--- src/rtl/step_sequencer_if.sv ---
// Trigger handshake between the step sequencer and the sound-generation stage.
// The sequencer drives TRIG/TRIG_VALID; the consumer drives TRIG_READY.
interface step_sequencer_if;
    logic [3:0] TRIG;
    logic       TRIG_VALID;
    logic       TRIG_READY;

    modport master (output TRIG, output TRIG_VALID, input TRIG_READY);
    modport slave  (input TRIG, input TRIG_VALID, output TRIG_READY);
endinterface

--- src/rtl/step_sequencer.sv ---
// 4-track x 8-step drum sequencer: walks the 32-bit pattern word at a programmable tempo.
// Optional swing timing is compiled in when SEQ_SWING_EN is defined.
module step_sequencer #(
    parameter int PERIOD_W   = 26,
    parameter int MIN_PERIOD = 4
) (
    input  logic                CLK,
    input  logic                RESET,
    input  logic [31:0]         pattern,
    input  logic                RUN,
    input  logic [PERIOD_W-1:0] STEP_PERIOD,
    input  logic                SWING,
    step_sequencer_if.master    trig,
    output logic [2:0]          STEP,
    output logic                OVERRUN
);

    localparam int CW = PERIOD_W + 1;

    typedef enum logic {IDLE, PLAY} state_t;

    state_t         state_q, state_d;
    logic [CW-1:0]  cnt_q, cnt_d;
    logic [CW-1:0]  limit_q, limit_d;
    logic [2:0]     step_q, step_d;
    logic [31:0]    pat_q, pat_d;
    logic [3:0]     trig_q, trig_d;
    logic           valid_q, valid_d;
    logic           ovr_q, ovr_d;

    logic [PERIOD_W-1:0] period_eff;
    logic [CW-1:0]       base;
    logic [CW-1:0]       limit_n;
    logic [2:0]          step_n;
    logic [31:0]         pat_src;
    logic [3:0]          col;
    logic                fire;

    assign period_eff = (STEP_PERIOD < PERIOD_W'(MIN_PERIOD)) ? PERIOD_W'(MIN_PERIOD) : STEP_PERIOD;
    assign base       = {1'b0, period_eff};

    // The step about to fire, and the word it reads: a fresh snapshot at start and at bar wrap.
    assign step_n  = (state_q == IDLE) ? 3'd0 : step_q + 3'd1;
    assign pat_src = (state_q == IDLE || step_q == 3'd7) ? pattern : pat_q;

`ifdef SEQ_SWING_EN
    logic [CW-1:0] quarter;
    assign quarter = {3'b000, period_eff[PERIOD_W-1:2]};
    // Interval that follows step_n: long after even steps, short after odd ones.
    assign limit_n = !SWING     ? base - CW'(1) :
                     step_n[0]  ? base - quarter - CW'(1) :
                                  base + quarter - CW'(1);
`else
    logic unused_swing;
    assign unused_swing = SWING;
    assign limit_n      = base - CW'(1);
`endif

    for (genvar gi = 0; gi < 4; gi++) begin : g_col
        logic [7:0] row;
        assign row     = pat_src[gi*8 +: 8];
        assign col[gi] = row[step_n];
    end

    always_comb begin
        state_d = state_q;
        cnt_d   = cnt_q;
        limit_d = limit_q;
        step_d  = step_q;
        pat_d   = pat_q;
        trig_d  = trig_q;
        valid_d = valid_q;
        ovr_d   = ovr_q;
        fire    = 1'b0;

        case (state_q)
            IDLE: begin
                if (RUN) begin
                    state_d = PLAY;
                    pat_d   = pattern;
                    cnt_d   = '0;
                    step_d  = 3'd0;
                    limit_d = limit_n;
                    fire    = 1'b1;
                end
            end
            PLAY: begin
                if (!RUN) begin
                    state_d = IDLE;
                    cnt_d   = '0;
                    step_d  = 3'd0;
                    valid_d = 1'b0;
                    ovr_d   = 1'b0;
                end else begin
                    if (valid_q && trig.TRIG_READY) valid_d = 1'b0;
                    if (cnt_q == limit_q) begin
                        cnt_d   = '0;
                        step_d  = step_n;
                        limit_d = limit_n;
                        fire    = 1'b1;
                        if (step_q == 3'd7) pat_d = pattern;
                    end else begin
                        cnt_d = cnt_q + CW'(1);
                    end
                end
            end
            default: state_d = IDLE;
        endcase

        // A silent column leaves any pending trigger untouched; a new hit wins over acceptance.
        if (fire && col != 4'd0) begin
            trig_d  = col;
            valid_d = 1'b1;
            if (valid_q && !trig.TRIG_READY) ovr_d = 1'b1;
        end
    end

    always_ff @(posedge CLK or posedge RESET) begin
        if (RESET) begin
            state_q <= IDLE;
            cnt_q   <= '0;
            limit_q <= '0;
            step_q  <= 3'd0;
            pat_q   <= '0;
            trig_q  <= 4'd0;
            valid_q <= 1'b0;
            ovr_q   <= 1'b0;
        end else begin
            state_q <= state_d;
            cnt_q   <= cnt_d;
            limit_q <= limit_d;
            step_q  <= step_d;
            pat_q   <= pat_d;
            trig_q  <= trig_d;
            valid_q <= valid_d;
            ovr_q   <= ovr_d;
        end
    end

    assign trig.TRIG       = trig_q;
    assign trig.TRIG_VALID = valid_q;
    assign STEP            = step_q;
    assign OVERRUN         = ovr_q;

endmodule
--- src/flat_wrapper.sv ---
// flat-port wrapper written by rule: the top's interface ports become plain ports
module step_sequencer_flat 
#(
    parameter int PERIOD_W   = 26,
    parameter int MIN_PERIOD = 4
)
  (CLK, RESET, pattern, RUN, STEP_PERIOD, SWING, STEP, OVERRUN, trig_TRIG, trig_TRIG_VALID, trig_TRIG_READY);
  step_sequencer_if trig_i ();
  input  logic CLK;
  input  logic RESET;
  input  logic [31:0] pattern;
  input  logic RUN;
  input  logic [PERIOD_W-1:0] STEP_PERIOD;
  input  logic SWING;
  output logic [2:0] STEP;
  output logic OVERRUN;
  output wire logic [$bits(trig_i.TRIG)-1:0] trig_TRIG;
  output wire logic [$bits(trig_i.TRIG_VALID)-1:0] trig_TRIG_VALID;
  input wire logic [$bits(trig_i.TRIG_READY)-1:0] trig_TRIG_READY;
  assign trig_TRIG = trig_i.TRIG;
  assign trig_TRIG_VALID = trig_i.TRIG_VALID;
  assign trig_i.TRIG_READY = trig_TRIG_READY;
  step_sequencer #(.PERIOD_W(PERIOD_W), .MIN_PERIOD(MIN_PERIOD)) u_core (.CLK(CLK), .RESET(RESET), .pattern(pattern), .RUN(RUN), .STEP_PERIOD(STEP_PERIOD), .SWING(SWING), .trig(trig_i), .STEP(STEP), .OVERRUN(OVERRUN));
endmodule
--- config.mk ---
export PLATFORM = sky130hd
export DESIGN_NAME = step_sequencer_flat
export DESIGN_NICKNAME = d
export VERILOG_FILES = /design/src/rtl/step_sequencer_if.sv /design/src/rtl/step_sequencer.sv /design/src/flat_wrapper.sv
export SDC_FILE = /design/constraint.sdc
export NUM_CORES = 1
export LEC_CHECK = 0
export CORE_MARGIN = 2
export CORE_UTILIZATION = 30
export CTS_CLUSTER_DIAMETER = 100
export CTS_CLUSTER_SIZE = 40
export DETAILED_ROUTE_END_ITERATION = 8
export PLACE_DENSITY = 0.51
export SLEW_MARGIN = 10
export SYNTH_ARGS = -nofsm -noshare
export SYNTH_HDL_FRONTEND = slang
export SYNTH_SLANG_ARGS = --single-unit
--- constraint.sdc ---
create_clock -name CLK -period 6.5 [get_ports CLK]
set_input_delay 1.3 -clock CLK [delete_from_list [all_inputs] [get_ports CLK]]
set_output_delay 1.3 -clock CLK [all_outputs]
set_load 0.03 [all_outputs]
==> results_dict.tcl, run 1 <==
set metrics [dict create \
    wl_per_cell_um 16.8 \
    area_growth_pct 20.9 \
    status "finished, final reports clean" \
    fin_crit_ps 4110 \
    rows 50 \
    finalClockSkew_ps 11.3 \
    viasPerCell 5.16 \
    ir_worst_vdd_uv 124 \
    post-route-cell-area_sq_mm 0.00679 \
    clk_pin_slew_ps 60 \
    worstPathRequired_ps 6720 \
    worst_ep_arrival_time_ps 4330 \
    antenna_found_initial 0 \
    syn_nets 638 \
    ys.flop_type "dfrtp_1" \
    clock.fmax_mhz 243 \
    synth_area_sq_mm 0.00562 \
    die_area_sq_mm 0.0198 \
    grt_pass1_wl_um 24000 \
    cts_setup_buffers 0 \
    io_buffers 70 \
    layout-drive-gt1-share 0.113 \
    detail-route-antenna-nets 0 \
    dpl-instance-area_sq_mm 0.00651 \
    synth_top_area_cell "dfrtp_1" \
    power_density_mw_per_mm2 219 \
    hold_path.class "reg -> reg" \
    fin_tns_setup_ps 0 \
    insertedDiodeCount 0 \
    initial_core_util 0.303 \
    hold_ws_ps 495 \
    worstMarginPinSlew_ps 1080 \
    hpwl_um 10600 \
    htree_levels 3 \
    yosysMostFrequentCell "dfrtp_1" \
    worst_skew_pair.late_latency_ps 350 \
    cts_num_sinks 96 \
    io_pins 72 \
    root_buffer "clkbuf_16" \
    synth_edf_count 0 \
    final-setup-viol-count 0 \
    yosysUniqueCellTypes 58 \
    cts_tree "built" \
    grt_max_degree 63 \
    cts_buffers 9 \
    async_reset_ff_frac 1.00 \
    cp-end-kind "register" \
    yosysWarnings 0 \
    max-slew-margin-rel 0.277 \
    cts-resized-gates 0 \
    synth_top_area_frac 0.428 \
    p_leak_uw 0.00265 \
    place_congestion 0.827 \
    grt_pass1_vias 4458 \
    min_period_over_period 0.632 \
    drt-initial-drc-count 264 \
    firstDrtPassIters 5 \
    die_h_um 141 \
    cts_buffer_depth 2 \
    synth.area.top_cells "dfrtp_1 (43%), mux2_2 (7.0%), xnor2_1 (5.0%)" \
    synth_seq_cells 96 \
    crit_fanout 7 \
    synth.avg_cell_area_sq_um 9.84 \
    syn_inst 571 \
    crit_type "in -> reg" \
    drc_errors 0 \
    hold_viol 0 \
    synthTopCellsByCount "dfrtp_1 (96), nand2_1 (69), o21ai_0 (47), mux2_2 (35), xnor2_1 (32)" \
    yosysSeqAreaShare 0.428 \
    cap_violations 0 \
    routed_wirelength_um 14500 \
    core_area_sq_mm 0.0185 \
    gr-usage-all-layers 0.153 \
    slew_viol_final 0 \
    power.total_uw 1490 \
    overflow 0 \
    cts_hold_buf 0 \
    startpoint_type "input pin" \
    rsz0062_at_grt "false" \
    finish.net_count 692 \
    routed-via-count 4454 \
    die_w_um 141 \
]
## placed cells by master, fill, tap and decap left out, types with 4 or more instances in the layout
cell	instances
dfrtp_1	96
clkdlybuf4s50_1	70
nand2_1	69
o21ai_0	47
mux2_2	35
xnor2_1	32
xor2_1	26
nand3_1	20
a31oi_1	17
nor2_1	16
nor3_1	14
a21oi_1	12
mux2i_1	12
and2_1	11
nand4_1	11
and3_1	10
nand2b_1	9
clkbuf_16	9
nor4_1	8
inv_1	7
a211oi_1	7
and4_1	6
mux4_2	6
nor2b_1	6
nor3b_1	5
o22ai_1	4
a41oi_1	4
ha_1	4
buf_4	4
## metal layers
metal | wire [um] | global-route usage | up-vias
met5 | 0 | 0 | -
met4 | 209 | 0.0479 | 0
met3 | 520 | 0.0255 | 14
met2 | 6950 | 0.247 | 85
met1 | 6850 | 0.210 | 2169
li1 | - | - | 2186
## flip-flops by register name (all words and copies together) (netlist names)
register                flops
u_core.trig.TRIG_VALID      1
u_core.pat_q               32
u_core.OVERRUN              1
u_core.cnt_q               27
u_core.trig.TRIG            4
u_core.state_q              1
u_core.STEP                 3
u_core.limit_q             27
## through the flow
step | setup WS, ps | utilization | cells
finish | 2390 | 0.367 | 863
detailed placement | 1980 | 0.352 | 848
global placement | 2070 | 0.352 | 848
global route | 2190 | 0.367 | 863
CTS | 2340 | 0.367 | 863
floorplan | 2690 | - | 571
## cells by family (layout without fill, tap and decap cells)
logic type,after synthesis,after routing,share of synthesized area
flops,96,96,0.428
compound gates,121,121,0.135
mux,54,54,0.118
simple gates,199,199,0.188
xor+xnor,58,58,0.0904
buf+inv,39,97,0.0314
fa+ha+maj,4,4,0.00891
## final cells by class
class / instances / area (sq um)
Sequential cell: 96 / 2400
Multi-Input combinational cell: 436 / 3050
Inverter: 8 / 32.5
Clock inverter: 3 / 43.8
Timing Repair Buffer: 74 / 731
Tap cell: 234 / 293
Clock buffer: 12 / 236
Fill cell: 1866 / 11700
## path summary, 6_finish.rpt
| check | from | to | slack [ps] | cells after the start |
|---|---|---|---|---|
| setup / recovery | STEP_PERIOD[7] | u_core.limit_q[16] | 2390 | 11 |
| hold / removal | u_core.pat_q[23] | u_core.pat_q[23] | 490 | 1 |
| setup reg to reg | u_core.STEP[0] | u_core.trig.TRIG_VALID | 2790 | 8 |
| hold reg to reg | u_core.pat_q[23] | u_core.pat_q[23] | 490 | 1 |
| max in group asynchronous | RESET | u_core.cnt_q[25] | 4040 | 3 |
| min in group asynchronous | RESET | u_core.pat_q[5] | 1470 | 2 |
## power by group
part           total (uW)  internal [uW]  switching, uW
sequential            704            658           45.7
combinational         255            130            125
clock                 528            297            231
total                1490           1090            401
## critical path: stages
cell and delay (ps):
clkdlybuf4s50_1 440, or4_4 570, and4bb_4 410, nand3_1 240, nand2_1 180, ha_1 210, and2b_1 180, o211ai_2 100
or4_4 430, xor2_1 200, o21ai_2 60
No activity file was read; power rests on OpenSTA's default activity.
==> run 2: changes to the inputs <==
Settings changed: PLACE_DENSITY 0.51 to 0.52.
Clock period 6.5 ns to 3.35 ns, I/O delays scaled along.
==> results_dict.tcl, run 2 (synthesized netlist as in run 1, its figures left out) <==
set metrics [dict create \
    htree_levels 3 \
    r2r_slack_ps 480 \
    cp_common_cell "or4_4" \
    fin_crit_ps 3110 \
    layout-drive-gt1-share 0.151 \
    power_density_mw_per_mm2 415 \
    fin_ws_ps 244 \
    worst_ep_arrival_time_ps 3330 \
    crit_type "in -> reg" \
    worstPathRequired_ps 3580 \
    min_from "u_core.limit_q[9]" \
    status "finished, final reports clean" \
    reg_top3 "u_core.pat_q (32), u_core.cnt_q (27), u_core.limit_q (27)" \
    min_to "u_core.limit_q[9]" \
    final_common_cell "dfrtp_1" \
    r2r_cells 8 \
    layout.cells.most_common_list "dfrtp_1 (96), clkdlybuf4s50_1 (70), nand2_1 (69), o21ai_0 (47), mux2_2 (35)" \
    cts-resized-gates 0 \
    place_congestion 0.831 \
    routed_wirelength_um 14700 \
    io_pins 72 \
    worstMarginPinSlew_ps 813 \
    insertedDiodeCount 0 \
    rows 50 \
    largest_reg_flops 32 \
    drt-initial-drc-count 280 \
    hold_path.class "reg -> reg" \
    core_area_sq_mm 0.0185 \
    cts_buffer_depth 2 \
    gr-usage-all-layers 0.153 \
    p_leak_uw 0.00279 \
    max-slew-margin-rel 0.457 \
    die_w_um 141 \
    regMostFlops "u_core.pat_q" \
    die_h_um 141 \
    cts_tree "built" \
    rsz0062_at_grt "false" \
    reg2reg_from "u_core.STEP[1]" \
    worst_skew_pair.late_latency_ps 350 \
    rr_endpoint "u_core.trig.TRIG_VALID" \
    cts_num_sinks 96 \
    min_period_over_period 0.927 \
    dp_slack_ps -114 \
    wl_per_cell_um 16.6 \
    initial_core_util 0.303 \
    slew_viol_final 0 \
    detail-route-antenna-nets 0 \
    root_buffer "clkbuf_16" \
    worstHoldPathCells 2 \
    hold_ws_ps 501 \
    finalClockSkew_ps 8.13 \
    startpoint_type "input pin" \
    area_growth_pct 24.6 \
    grt_pass1_wl_um 24200 \
    crit_chain "clkdlybuf4s50_1, or4_4, and4bb_4, nand3_1, nand2_1, ha_1, and2b_1, o211ai_2, or4_4, xor2_1, o21ai_2" \
    die_area_sq_mm 0.0198 \
    clock.fmax_mhz 322 \
    antenna_found_initial 0 \
    final-setup-viol-count 0 \
    dpl-instance-area_sq_mm 0.00670 \
    cp-end-kind "register" \
    cts_buffers 9 \
    grt_max_degree 54 \
    drc_errors 0 \
    crit_fanout 3 \
    cpMaxStageDelayCell "or4_4" \
    cap_violations 0 \
    dp.cells 873 \
    routed-via-count 4596 \
    cts_setup_buffers 0 \
    ir_worst_vdd_uv 171 \
    finish.net_count 717 \
    hold_viol 0 \
    power.total_uw 2900 \
    viasPerCell 5.17 \
    stdcell_count 889 \
    grt_pass1_vias 4612 \
    firstDrtPassIters 4 \
    cts_hold_buf 0 \
    critPathMaxStageDelay_ps 540 \
    clk_pin_slew_ps 70 \
    io_buffers 70 \
    hpwl_um 10900 \
    post-route-cell-area_sq_mm 0.00700 \
    overflow 0 \
]
[run 2: cell types whose count changed in the layout (fill, tap and decap cells not counted), moves of 2 or more]
cell | before | now
clkbuf_1 | 3 | 1
buf_4 | 4 | 28
inv_6 | 0 | 2
clkbuf_8 | 0 | 3
[run 2: layer usage]
| metal | up-vias | wire length [um] | GRT usage |
|---|---|---|---|
| met4 | 0 | 137 | 0.0432 |
| met2 | 92 | 7280 | 0.258 |
| li1 | 2241 | - | - |
| met5 | - | 0 | 0 |
| met1 | 2255 | 6810 | 0.204 |
| met3 | 8 | 513 | 0.0262 |
[run 2: area by class of cell]
type,instances,area (sq um)
Clock inverter,3,22.5
Clock buffer,13,270
Fill cell,1855,11500
Multi-Input combinational cell,436,3050
Timing Repair Buffer,99,931
Tap cell,234,293
Inverter,8,31.3
Sequential cell,96,2400
[run 2: how the worst max path moves through the flow]
| stage | endpoint | start | cells after the start | slack [ps] |
|---|---|---|---|---|
| floorplan | u_core.OVERRUN | RESET | 1 | 170 |
| global placement | u_core.limit_q[16] | STEP_PERIOD[7] | 11 | -70 |
| detailed placement | u_core.limit_q[16] | STEP_PERIOD[7] | 11 | -110 |
| CTS | u_core.limit_q[16] | STEP_PERIOD[7] | 11 | 250 |
| global route | u_core.limit_q[16] | STEP_PERIOD[7] | 11 | 80 |
| finish | u_core.limit_q[16] | STEP_PERIOD[7] | 11 | 240 |
[run 2: power by group]
part           internal, uW  switching [uW]
sequential             1280            83.8
combinational           266             249
clock                   570             457
[run 2: per-stage QoR]
stage | util | setup TNS (ps)
5_1_grt | 0.378 | 0
3_3_place_gp | 0.362 | -90.1
4_1_cts | 0.378 | 0
3_5_place_dp | 0.362 | -344
6_report | 0.378 | 0
2_1_floorplan | - | 0
[run 2: worst max-delay path, delay by kind of cell]
family | cells | cell delay (ps)
and+or+nand+nor | 6 | 1740
buffers and inverters | 1 | 420
xor gates and xnor gates | 1 | 180
adders and majority gates | 1 | 160
AOI/OAI and AO/OA | 2 | 150
==> run 3: changes to the inputs <==
Settings changed: REMOVE_ABC_BUFFERS set to 1.
==> results_dict.tcl, run 3 (synthesized netlist as in run 1, its figures left out) <==
set metrics [dict create \
    worstMarginPinSlew_ps 800 \
    min_period_over_period 0.919 \
    power_density_mw_per_mm2 439 \
    fin_tns_setup_ps 0 \
    stdcell_count 884 \
    regMostFlops "u_core.pat_q" \
    cts_num_sinks 96 \
    worst_skew_pair.late_latency_ps 360 \
    detail-route-antenna-nets 0 \
    cpMaxStageDelayCell "or4_4" \
    antenna_found_initial 0 \
    routed_wirelength_um 14100 \
    grt_max_degree 55 \
    layout.cells.most_common_list "dfrtp_1 (96), clkdlybuf4s50_1 (70), nand2_1 (69), o21ai_0 (47), mux2_2 (35)" \
    overflow 0 \
    cts_hold_buf 0 \
    rsz0062_at_grt "false" \
    status "finished, final reports clean" \
    io_buffers 70 \
    worstPathRequired_ps 3600 \
    largest_reg_flops 32 \
    layout-drive-gt1-share 0.146 \
    rows 50 \
    viasPerCell 5.12 \
    final_util 0.381 \
    area_growth_pct 25.6 \
    place_congestion 0.812 \
    worst_ep_arrival_time_ps 3330 \
    hold_path.class "reg -> reg" \
    critPathMaxStageDelay_ps 550 \
    fin_ws_ps 270 \
    cts_tree "built" \
    clk_pin_slew_ps 70 \
    cts_buffer_depth 2 \
    cp_common_cell "or4_4" \
    insertedDiodeCount 0 \
    dp.cells 868 \
    final_common_cell "dfrtp_1" \
    p_leak_uw 0.00280 \
    crit_type "in -> reg" \
    die_w_um 141 \
    root_buffer "clkbuf_16" \
    max-slew-margin-rel 0.466 \
    routed-via-count 4526 \
    grt_pass1_vias 4500 \
    fin_crit_ps 3080 \
    startpoint_type "input pin" \
    hold_viol 0 \
    power.total_uw 3090 \
    drt-initial-drc-count 190 \
    cts_buffers 9 \
    slew_viol_final 0 \
    cts_setup_buffers 0 \
    clock.fmax_mhz 325 \
    die_h_um 141 \
    io_pins 72 \
    drc_errors 0 \
    cts-resized-gates 0 \
    dp_slack_ps -103 \
    grt_pass1_wl_um 23500 \
    hpwl_um 10300 \
    cap_violations 0 \
    final-setup-viol-count 0 \
    die_area_sq_mm 0.0198 \
    firstDrtPassIters 5 \
    crit_chain "clkdlybuf4s50_1, or4_4, and4bb_4, nand3_1, nand2_1, ha_1, and2b_1, o211ai_2, or4_4, xor2_1, o21ai_2" \
    gr-usage-all-layers 0.148 \
    ir_worst_vdd_uv 339 \
    initial_core_util 0.303 \
    reg_top3 "u_core.pat_q (32), u_core.cnt_q (27), u_core.limit_q (27)" \
    finalClockSkew_ps 10.6 \
    wl_per_cell_um 16.0 \
    finish.net_count 712 \
    htree_levels 3 \
    crit_fanout 3 \
    cp-end-kind "register" \
    core_area_sq_mm 0.0185 \
]
[run 3: cell type report]
type | instances | area, sq um
Fill cell | 1855 | 11500
Multi-Input combinational cell | 436 | 3050
Sequential cell | 96 | 2400
Timing Repair Buffer | 94 | 918
Tap cell | 234 | 293
Clock buffer | 10 | 239
Clock inverter | 6 | 115
Inverter | 8 | 31.3
[run 3: report_power, final]
part / total (uW) / internal [uW] / switching, uW / leakage, uW
clock: 1220 / 754 / 467 / 0.000169
combinational: 513 / 267 / 246 / 0.00142
sequential: 1360 / 1280 / 83.1 / 0.00121
total: 3090 / 2300 / 797 / 0.00280
[run 3: worst max-delay path, delay by kind of cell]
kind | cells | cell delay [ps]
buf+inv | 1 | 420
simple gates | 6 | 1730
fa+ha+maj | 1 | 170
xor+xnor | 1 | 170
compound gates | 2 | 160
[run 3: per-stage QoR]
| stage | hold slack, ps | instance area [sq um] |
|---|---|---|
| finish | 498 | 7050 |
| global route | 523 | 7050 |
| CTS | 503 | 7050 |
| global placement | 470 | 6700 |
| detailed placement | 488 | 6700 |
| floorplan | 457 | 5470 |
[run 3: worst paths after layout]
check,start,endpoint,slack [ps],depth (start not counted)
min in group asynchronous,RESET,u_core.pat_q[3],770,2
worst min-delay path,u_core.pat_q[6],u_core.pat_q[6],500,1
worst min register to register,u_core.pat_q[6],u_core.pat_q[6],500,1
max in group asynchronous,RESET,u_core.cnt_q[18],1850,3
worst max register to register,u_core.cnt_q[22],u_core.pat_q[28],630,7
worst max-delay path,STEP_PERIOD[7],u_core.limit_q[16],270,11
[run 3: per-layer routing]
metal / global-route usage / part of all wire
met1: 0.197 / 0.48
met2: 0.245 / 0.47
met3: 0.0353 / 0.041
met4: 0.0358 / 0.011
met5: 0 / 0
